## config.mk

```make
export PLATFORM = sky130hd
export DESIGN_NAME = match_window_counter
export DESIGN_NICKNAME = d
export VERILOG_FILES = /design/src/rtl/match_window_counter.sv
export SDC_FILE = /design/constraint.sdc
export NUM_CORES = 1
export LEC_CHECK = 0
export ABC_AREA = 1
export CAP_MARGIN = 20
export CORE_AREA = 2 2 107 109
export CTS_BUF_LIST = sky130_fd_sc_hd__clkbuf_4 sky130_fd_sc_hd__clkbuf_8 sky130_fd_sc_hd__clkbuf_16
export DETAILED_ROUTE_END_ITERATION = 10
export DIE_AREA = 0 0 109 111
export PLACE_DENSITY = 0.48
export SLEW_MARGIN = 20
export SYNTH_ARGS = -nofsm -noshare
export SYNTH_HDL_FRONTEND = slang
export SYNTH_SLANG_ARGS = --single-unit
```

## constraint.sdc

```tcl
create_clock -name clk -period 2.3 [get_ports clk]
set_clock_uncertainty 0.05 [all_clocks]
set_input_delay 0.69 -clock clk [delete_from_list [all_inputs] [get_ports clk]]
set_output_delay 0.69 -clock clk [all_outputs]
set_load 0.01 [all_outputs]
```

## src/rtl/match_window_counter.sv

```systemverilog
`default_nettype none
// +----------------------------------------------------------------------------+
// | match_window_counter: counts detector match pulses per programmable window |
// | and reports each window's count/alarm on a valid/ready port.  Rev 1.0      |
// +----------------------------------------------------------------------------+
module match_window_counter #(
  parameter int CNT_W = 8,
  parameter int WIN_W = 16
) (
  input  logic             clk,
  input  logic             reset,
  input  logic             enable,
  input  logic             det_in,
  input  logic [WIN_W-1:0] win_len,
  input  logic [CNT_W-1:0] threshold,
  output logic             busy,
  output logic             rpt_valid,
  input  logic             rpt_ready,
  output logic [CNT_W-1:0] rpt_count,
  output logic             rpt_alarm,
  output logic             overrun
);

  localparam logic [CNT_W-1:0] c_cnt_max = '1;

  typedef enum logic [0:0] {
    S_IDLE  = 1'b0,
    S_COUNT = 1'b1
  } state_t;

  state_t           r_state, w_state_nxt;
  logic [WIN_W-1:0] r_timer, w_timer_nxt;
  logic [CNT_W-1:0] r_count, w_count_nxt;
  logic [CNT_W-1:0] r_thresh, w_thresh_nxt;
  logic [CNT_W-1:0] w_final;
  logic             w_start;
  logic             w_cand;
  logic             w_cand_alarm;
  logic             w_xfer;

  logic             r_rpt_valid;
  logic [CNT_W-1:0] r_rpt_count;
  logic             r_rpt_alarm;
  logic             r_overrun;

  assign w_start      = enable && (win_len != '0);
  // Count including this cycle's pulse; this is the final count on the last cycle.
  assign w_final      = (det_in && (r_count != c_cnt_max)) ? r_count + CNT_W'(1'b1) : r_count;
  assign w_cand_alarm = (w_final >= r_thresh);
  assign w_xfer       = r_rpt_valid && rpt_ready;

  always_comb begin
    w_state_nxt  = r_state;
    w_timer_nxt  = r_timer;
    w_count_nxt  = r_count;
    w_thresh_nxt = r_thresh;
    w_cand       = 1'b0;
    case (r_state)
      S_IDLE: begin
        if (w_start) begin
          w_state_nxt  = S_COUNT;
          w_timer_nxt  = win_len - WIN_W'(1'b1);
          w_thresh_nxt = threshold;
          w_count_nxt  = '0;
        end
      end
      S_COUNT: begin
        // Abort wins over completion: partial window is silently discarded.
        if (!enable) begin
          w_state_nxt = S_IDLE;
        end else if (r_timer == '0) begin
          w_cand = 1'b1;
          if (w_start) begin
            w_timer_nxt  = win_len - WIN_W'(1'b1);
            w_thresh_nxt = threshold;
            w_count_nxt  = '0;
          end else begin
            w_state_nxt = S_IDLE;
          end
        end else begin
          w_count_nxt = w_final;
          w_timer_nxt = r_timer - WIN_W'(1'b1);
        end
      end
      default: w_state_nxt = S_IDLE;
    endcase
  end

  always_ff @(posedge clk) begin
    if (reset) begin
      r_state  <= S_IDLE;
      r_timer  <= '0;
      r_count  <= '0;
      r_thresh <= '0;
    end else begin
      r_state  <= w_state_nxt;
      r_timer  <= w_timer_nxt;
      r_count  <= w_count_nxt;
      r_thresh <= w_thresh_nxt;
    end
  end

  // Report register: loads when empty or draining this cycle, else drops and flags overrun.
  always_ff @(posedge clk) begin
    if (reset) begin
      r_rpt_valid <= 1'b0;
      r_rpt_count <= '0;
      r_rpt_alarm <= 1'b0;
      r_overrun   <= 1'b0;
    end else if (w_cand && (!r_rpt_valid || w_xfer)) begin
      r_rpt_valid <= 1'b1;
      r_rpt_count <= w_final;
      r_rpt_alarm <= w_cand_alarm;
    end else begin
      if (w_cand) begin
        r_overrun <= 1'b1;
      end
      if (w_xfer) begin
        r_rpt_valid <= 1'b0;
      end
    end
  end

  assign busy      = (r_state == S_COUNT);
  assign rpt_valid = r_rpt_valid;
  assign rpt_count = r_rpt_count;
  assign rpt_alarm = r_rpt_alarm;
  assign overrun   = r_overrun;

endmodule
`default_nettype wire

```

==> flow_summary.toml, run 1 <==
[drt]
vias_per_cell = 4.606
vias = 3307
drcViolationCount = 0
wirelength_um = 8896
ant_nets = 0
drtPass1Iterations = 5
wl_per_cell_um = 12.39
drtIter0Drc = 111

[clock_tree]
clk_path_buf_depth = 2
cts.clk_slew.worst_paths_ns = 0.06
insertion_delay_ns = 0.28
cts.sinks = 44
numCtsBuffers = 5
tritoncts = "done"
cts.htree.levels = 2
cts_hold_buf = 0
root_buffer = "clkbuf_16"

[pwr]
power_switching_uw = 697.6
p_sw_frac = 0.3118
power_leakage_nw = 1.832
comb_power_share = 0.285
clkPwrFrac = 0.329
intPower_mw = 1.540
ir_drop_mv = 0.3065
power_density_mw_per_mm2 = 519.1
sequentialPowerShare = 0.386
p_total_mw = 2.237

[setup_path]
startpoint = "win_len[0]"
slowest_delay_ns = 0.44
reg2regPathDepth = 15
end_kind = "flop"
cp_common_cell = "nor2_1"
cp_max_fo = 4
cp_data_arrival_time_ns = 2.32
cp-start-kind = "primary input"
crit_type = "in2reg"
r2r_slack_ns = 0.18
cp_top_family = "buffers and inverters"
r2r-start = "r_count[1]"
crit_buf_inv = 3
slowest_stage = "clkdlybuf4s50_1"
worstPathCellList = "clkdlybuf4s50_1 -> inv_1 -> buf_4 -> ha_1 -> nand3_1 -> nor2_1 -> xor2_1 -> nand2_1 -> a21oi_1 -> nor2_1"
crit_required_ns = 2.43
r2r_end = "rpt_alarm"

[yosys]
syn_area_per_cell_um2 = 6.452
synth_compound_area_frac = 0.1674
synth_xor_area_frac = 0.04651
netlist_area_mm2 = 0.003013
ys_warn_count = 0
ys_types = 30
synth_area_leaders = "dfxtp_1 (29%), nand2_1 (12%), a21oi_1 (7.6%)"
yosysTopAreaCell = "dfxtp_1"
seq_area_frac_synth = 0.2924
yosys.area_share.adder = 0.05399
synth_top_family_by_area = "simple AND/OR/NAND/NOR gates"
yosys_register_bits = 44
synth-simple-area-share = 0.3517
synth_fp_nets = 509
synth_cells = 467
muxShareOfSynthArea = 0
synth_top_area_frac = 0.2924

[grt]
antenna_found_initial = 0
gr-total-overflow = 0
grt_first_pass_wirelength_um = 14730
grtUsageTotal = 0.1531
grt_pass1_vias = 3209
grt_max_degree = 29

[placement]
gp_congestion = 0.8970
place_ws_ns = -0.3387
io_buffers = 40
place_hpwl_um = 7024

[finish]
diodes = 0
drive_gt1_frac = 0.2278
nFillCells = 1167
final_util = 0.3891
final-seq-area_um2 = 885.9
synthToLayoutAreaGrowth_pct = 43.06
fin_nets = 616
multi_input_area_mm2 = 0.001958

[status]
run_status = "complete, no violations"

[sta]
hold_viol = 0
fin_crit_sh = 0.9530
worstMarginPinSlew_ns = 0.4317
fmax_mhz = 456.2
hold_slack_ns = 0.4187
rsz0062_at_grt = "yes"
slew_viol_final = 0
setup_viol = 0
tns_ns = 0
fin_crit_ns = 2.192
setup_slack_ns = 0.1080
relSlewSlack = 0.7100

[floorplan]
die_area_mm2 = 0.01210
start_util = 0.2720
die-width_um = 109
core_area_mm2 = 0.01108
rows = 39
ios = 41
die_h_um = 111

[hold_path]
hold_depth = 2
hp-class = "reg2reg"
whs_endpoint = "r_thresh[1]"
min-delay-start = "r_thresh[1]"

[job]
max_cap_violations = 0
-- worst max path at each step --
stage	end	slack, ns	cells after the start
after global routing	r_thresh[1]	-0.003	10
final	r_timer[10]	0.11	10
after CTS	rpt_alarm	0.02	15
after detailed placement	rpt_alarm	-0.34	13
after global placement	rpt_alarm	-0.25	13
after floorplan	rpt_alarm	0.22	15
-- cell type report --
type | instances | area share
Clock buffer | 7 | 0.03396
Clock inverter | 1 | 0.001742
Inverter | 52 | 0.04586
Multi-Input combinational cell | 360 | 0.4543
Sequential cell | 44 | 0.2055
Tap cell | 143 | 0.04151
Timing Repair Buffer | 110 | 0.2154
Timing Repair inverter | 1 | 0.001742
-- repair_timing --
| action | in CTS | in global routing |
|---|---|---|
| gates resized for setup | 5 | 28 |
| gates cloned | 1 | 0 |
| endpoints found under the setup margin | 1 | 17 |
| pin swaps | 1 | 8 |
| setup buffers | 1 | 2 |
-- flip-flops by register name, summed over array words and instances, names as in the netlist --
register,cells
overrun,1
r_count,8
busy,1
r_timer,16
rpt_valid,1
rpt_alarm,1
rpt_count,8
r_thresh,8
-- logic make-up after synthesis --
| family | after synthesis |
|---|---|
| and+or+nand+nor | 235 |
| DFF | 44 |
| buffers and inverters | 63 |
| adders and majority gates | 13 |
| AOI/OAI and AO/OA | 96 |
| xor gates and xnor gates | 16 |
-- power by group through the flow --
stage / logic [mW] / clock network [mW] / registers [mW]
floorplan: 0.373 / 0 / 0.870
global placement: 0.610 / 0 / 0.877
detailed placement: 0.616 / 0 / 0.877
CTS: 0.624 / 0.764 / 0.861
global route: 0.721 / 0.792 / 0.869
finish: 0.639 / 0.736 / 0.863
-- per-stage QoR --
step | cell area [um^2] | std cells
2_1_floorplan | 3013 | 467
3_3_place_gp | 4025 | 706
3_5_place_dp | 4025 | 706
4_1_cts | 4205 | 716
5_1_grt | 4310 | 718
6_report | 4310 | 718
-- cells in the mapped netlist, drive strengths merged --
cell type  instances
nor2              70
dfxtp             44
o21a               2
or2                1
buf                6
a21oi             48
nand4              6
nor3              14
clkinv             1
nand3             34
o211ai             1
o22ai              1
ha                13
xnor2              7
inv               51
xor2               9
clkbuf             5
o21ai             44
nand2            110
-- metal layers --
metal | global-route usage | vias to the layer above | routed length [um]
met4 | 0.03932 | 0 | 97
met3 | 0.01999 | 6 | 322
li1 | - | 1743 | -
met1 | 0.1821 | 1486 | 3901
met2 | 0.2828 | 72 | 4574
met5 | 0 | - | 0
-- placed cells by master (no fill, tap or decap), drive strengths merged --
cell type and instances:
a21oi 48, dlygate4sd2 1, nand2 110, nand3 34, nor2 70, o21a 2, nor3 14, dfxtp 44
o211ai 1, clkinvlp 2, nand4 6, o21ai 44, o22ai 1, ha 13, clkdlybuf4s50 39, buf 70
xnor2 7, clkinv 1, inv 51, xor2 9, or2 1, clkbuf 7
-- worst reg2reg max path, delay by kind of cell, from the launching register on --
| family | cells | cell delay (ns) |
|---|---|---|
| AOI/OAI and AO/OA | 3 | 0.29 |
| buffers and inverters | 2 | 0.20 |
| adders and majority gates | 2 | 0.46 |
| and+or+nand+nor | 8 | 0.65 |
| DFF | 1 | 0.35 |
Note: power is estimated with default switching activity, not from simulation.
==> run 2, diff against run 1 <==
--- a/config.mk
+++ b/config.mk
@@ -7,10 +7,10 @@
 export LEC_CHECK = 0
 export ABC_AREA = 1
 export CAP_MARGIN = 20
-export CORE_AREA = 2 2 107 109
+export CORE_AREA = 2 2 113 104
 export CTS_BUF_LIST = sky130_fd_sc_hd__clkbuf_4 sky130_fd_sc_hd__clkbuf_8 sky130_fd_sc_hd__clkbuf_16
 export DETAILED_ROUTE_END_ITERATION = 10
-export DIE_AREA = 0 0 109 111
+export DIE_AREA = 0 0 115 106
 export PLACE_DENSITY = 0.48
 export SLEW_MARGIN = 20
 export SYNTH_ARGS = -nofsm -noshare
==> run 2 against run 1 <==
Critical path depth rose by 5; core utilization shrank 0.46 points; cell count fell by 1.4%; sequential power is essentially flat; die area is 0.75% higher; hold slack worse by 0.0061 ns; via count shrank 1.8%; critical path type is now reg2reg; clock power about the same; combinational power decreased by 3%; sequential cell count unchanged; largest cell class unchanged.
==> flow_summary.toml, run 2 (synthesis gave the netlist of run 1 again) <==
[grt]
grtUsageTotal = 0.1543
grt_pass1_vias = 3163
use_met2 = 0.2353
grtUsageMet3 = 0.02109
antenna_found_initial = 0
grt_use_met1 = 0.2343
gr-total-overflow = 0
grt_max_degree = 18
grt.busiest_layer = "met2"
grt_first_pass_wirelength_um = 15270

[setup_path]
cp_common_cell = "a21oi_1"
startpoint = "r_count[0]"
worstPathCellList = "ha_4 -> inv_2 -> nor2_4 -> nand2_2 -> nand2_4 -> buf_4 -> inv_4 -> a21oi_1 -> nor2_1 -> ha_1 -> a21oi_1 -> o21a_1 -> nand3_1 -> nand3_1 -> a21oi_1"
cp-start-kind = "flop"
r2r-start = "r_count[0]"
crit_type = "reg2reg"
cp_max_fo = 5
crit_buf_inv = 3
slowest_delay_ns = 0.34
crit_required_ns = 2.42
cp_data_arrival_time_ns = 2.31
end_kind = "flop"
slowest_stage = "dfxtp_2"
cp_top_family = "simple AND/OR/NAND/NOR gates"

[sta]
setup_slack_ns = 0.1076
fin_crit_sh = 0.9532
tns_ns = 0
rsz0062_at_grt = "yes"
relSlewSlack = 0.6609
fin_crit_ns = 2.192
slew_viol_final = 0
worstMarginPinSlew_ns = 0.5048
setup_viol = 0
hold_viol = 0
fmax_mhz = 456.1

[finish]
diodes = 0
synthToLayoutAreaGrowth_pct = 41.82
top_register = "r_timer"
nFillCells = 1201
drive_gt1_frac = 0.2238
fin_cells = 708
final_common_cell = "nand2_1"
final_cell_mix = "nand2_1 (95), buf_4 (66), nor2_1 (53)"
largest_reg_flops = 16
fin_nets = 613
multi_input_area_mm2 = 0.001948
final-seq-area_um2 = 885.9

[floorplan]
core_area_mm2 = 0.01111
die-width_um = 115
die_area_mm2 = 0.01219
die_h_um = 106
ios = 41
rows = 37
start_util = 0.2712

[drt]
wirelength_um = 9109
ant_nets = 0
drtIter0Drc = 148
vias = 3246
wl_per_cell_um = 12.87
vias_per_cell = 4.585
drtPass1Iterations = 4
drcViolationCount = 0

[clock_tree]
cts.clk_slew.worst_paths_ns = 0.07
cts.htree.levels = 2
clk_path_buf_depth = 2
root_buffer = "clkbuf_16"
insertion_delay_ns = 0.28
tritoncts = "done"
cts.sinks = 44
numCtsBuffers = 5
cts_hold_buf = 0

[job]
max_cap_violations = 0

[placement]
io_buffers = 40
place_ws_ns = -0.3691
gp_congestion = 0.8820
dp.cells = 695
place_hpwl_um = 7226

[pwr]
p_total_mw = 2.222
power_density_mw_per_mm2 = 520.0
power_leakage_nw = 1.820
ir_drop_mv = 0.2897

[status]
run_status = "complete, no violations"

[hold_path]
min-delay-start = "r_thresh[1]"
hp-class = "reg2reg"
run 2: cell types whose count changed in the layout (fill, tap and decap cells not counted), moves of 2 or more:
cell,previous run,this run
o21ai_0,27,29
clkinv_2,0,2
nor2_2,12,14
buf_4,69,66
nor2_1,55,53
o21ai_2,3,0
run 2: timing repair:
| action | 4_1_cts | 5_1_grt |
|---|---|---|
| pin swaps | 2 | 5 |
| cloned | 1 | 0 |
| endpoints found under the setup margin | 1 | 16 |
| resized for setup | 3 | 27 |
| buffers inserted | 3 | 1 |
run 2: through the flow:
step           area (um^2)  hold WS [ns]  utilization
3_3_place_gp          3999        0.4034       0.3599
4_1_cts               4184        0.4205       0.3766
5_1_grt               4273        0.4507       0.3846
2_1_floorplan         3013        0.3853            -
6_report              4273        0.4126       0.3846
3_5_place_dp          3999        0.4116       0.3599
run 2: worst paths after layout:
kind	end	slack (ns)	cells after the start
worst max-delay path	rpt_alarm	0.11	15
worst min-delay path	r_thresh[1]	0.41	2
worst max register to register	rpt_alarm	0.11	15
worst min register to register	r_thresh[1]	0.41	2
run 2: worst min-delay path, delay by kind of cell (launching register included):
family	cells	cell delay, ns
DFF	1	0.29
AOI/OAI and AO/OA	1	0.06
buffers and inverters	1	0.06
run 2: per-layer routing:
layer  part of all wire  wire, um
met1               0.53      4841
met2               0.43      3891
met3              0.037       337
met4             0.0042        38
met5                  0         0
run 2: final cells by class:
cell class,count,share of cell area
multi-input combinational,360,0.4559
timing repair buffer,107,0.2141
sequential,44,0.2073
inverter,52,0.04627
tap,136,0.03982
clock buffer,6,0.03250
clock inverter,2,0.002343
timing repair inverter,1,0.001757
run 2: report_power, final:
part | internal, mW | total [mW] | switching (mW)
logic | 0.271 | 0.622 | 0.350
clock network | 0.429 | 0.735 | 0.306
registers | 0.815 | 0.866 | 0.0507
==> run 3, diff against run 2 <==
--- a/config.mk
+++ b/config.mk
@@ -9,6 +9,7 @@
 export CAP_MARGIN = 20
 export CORE_AREA = 2 2 113 104
 export CTS_BUF_LIST = sky130_fd_sc_hd__clkbuf_4 sky130_fd_sc_hd__clkbuf_8 sky130_fd_sc_hd__clkbuf_16
+export CTS_CLUSTER_DIAMETER = 50
 export DETAILED_ROUTE_END_ITERATION = 10
 export DIE_AREA = 0 0 115 106
 export PLACE_DENSITY = 0.48
==> results of run 3 <==
No change in the layout: final DEF, timing and power equal those of run 2.
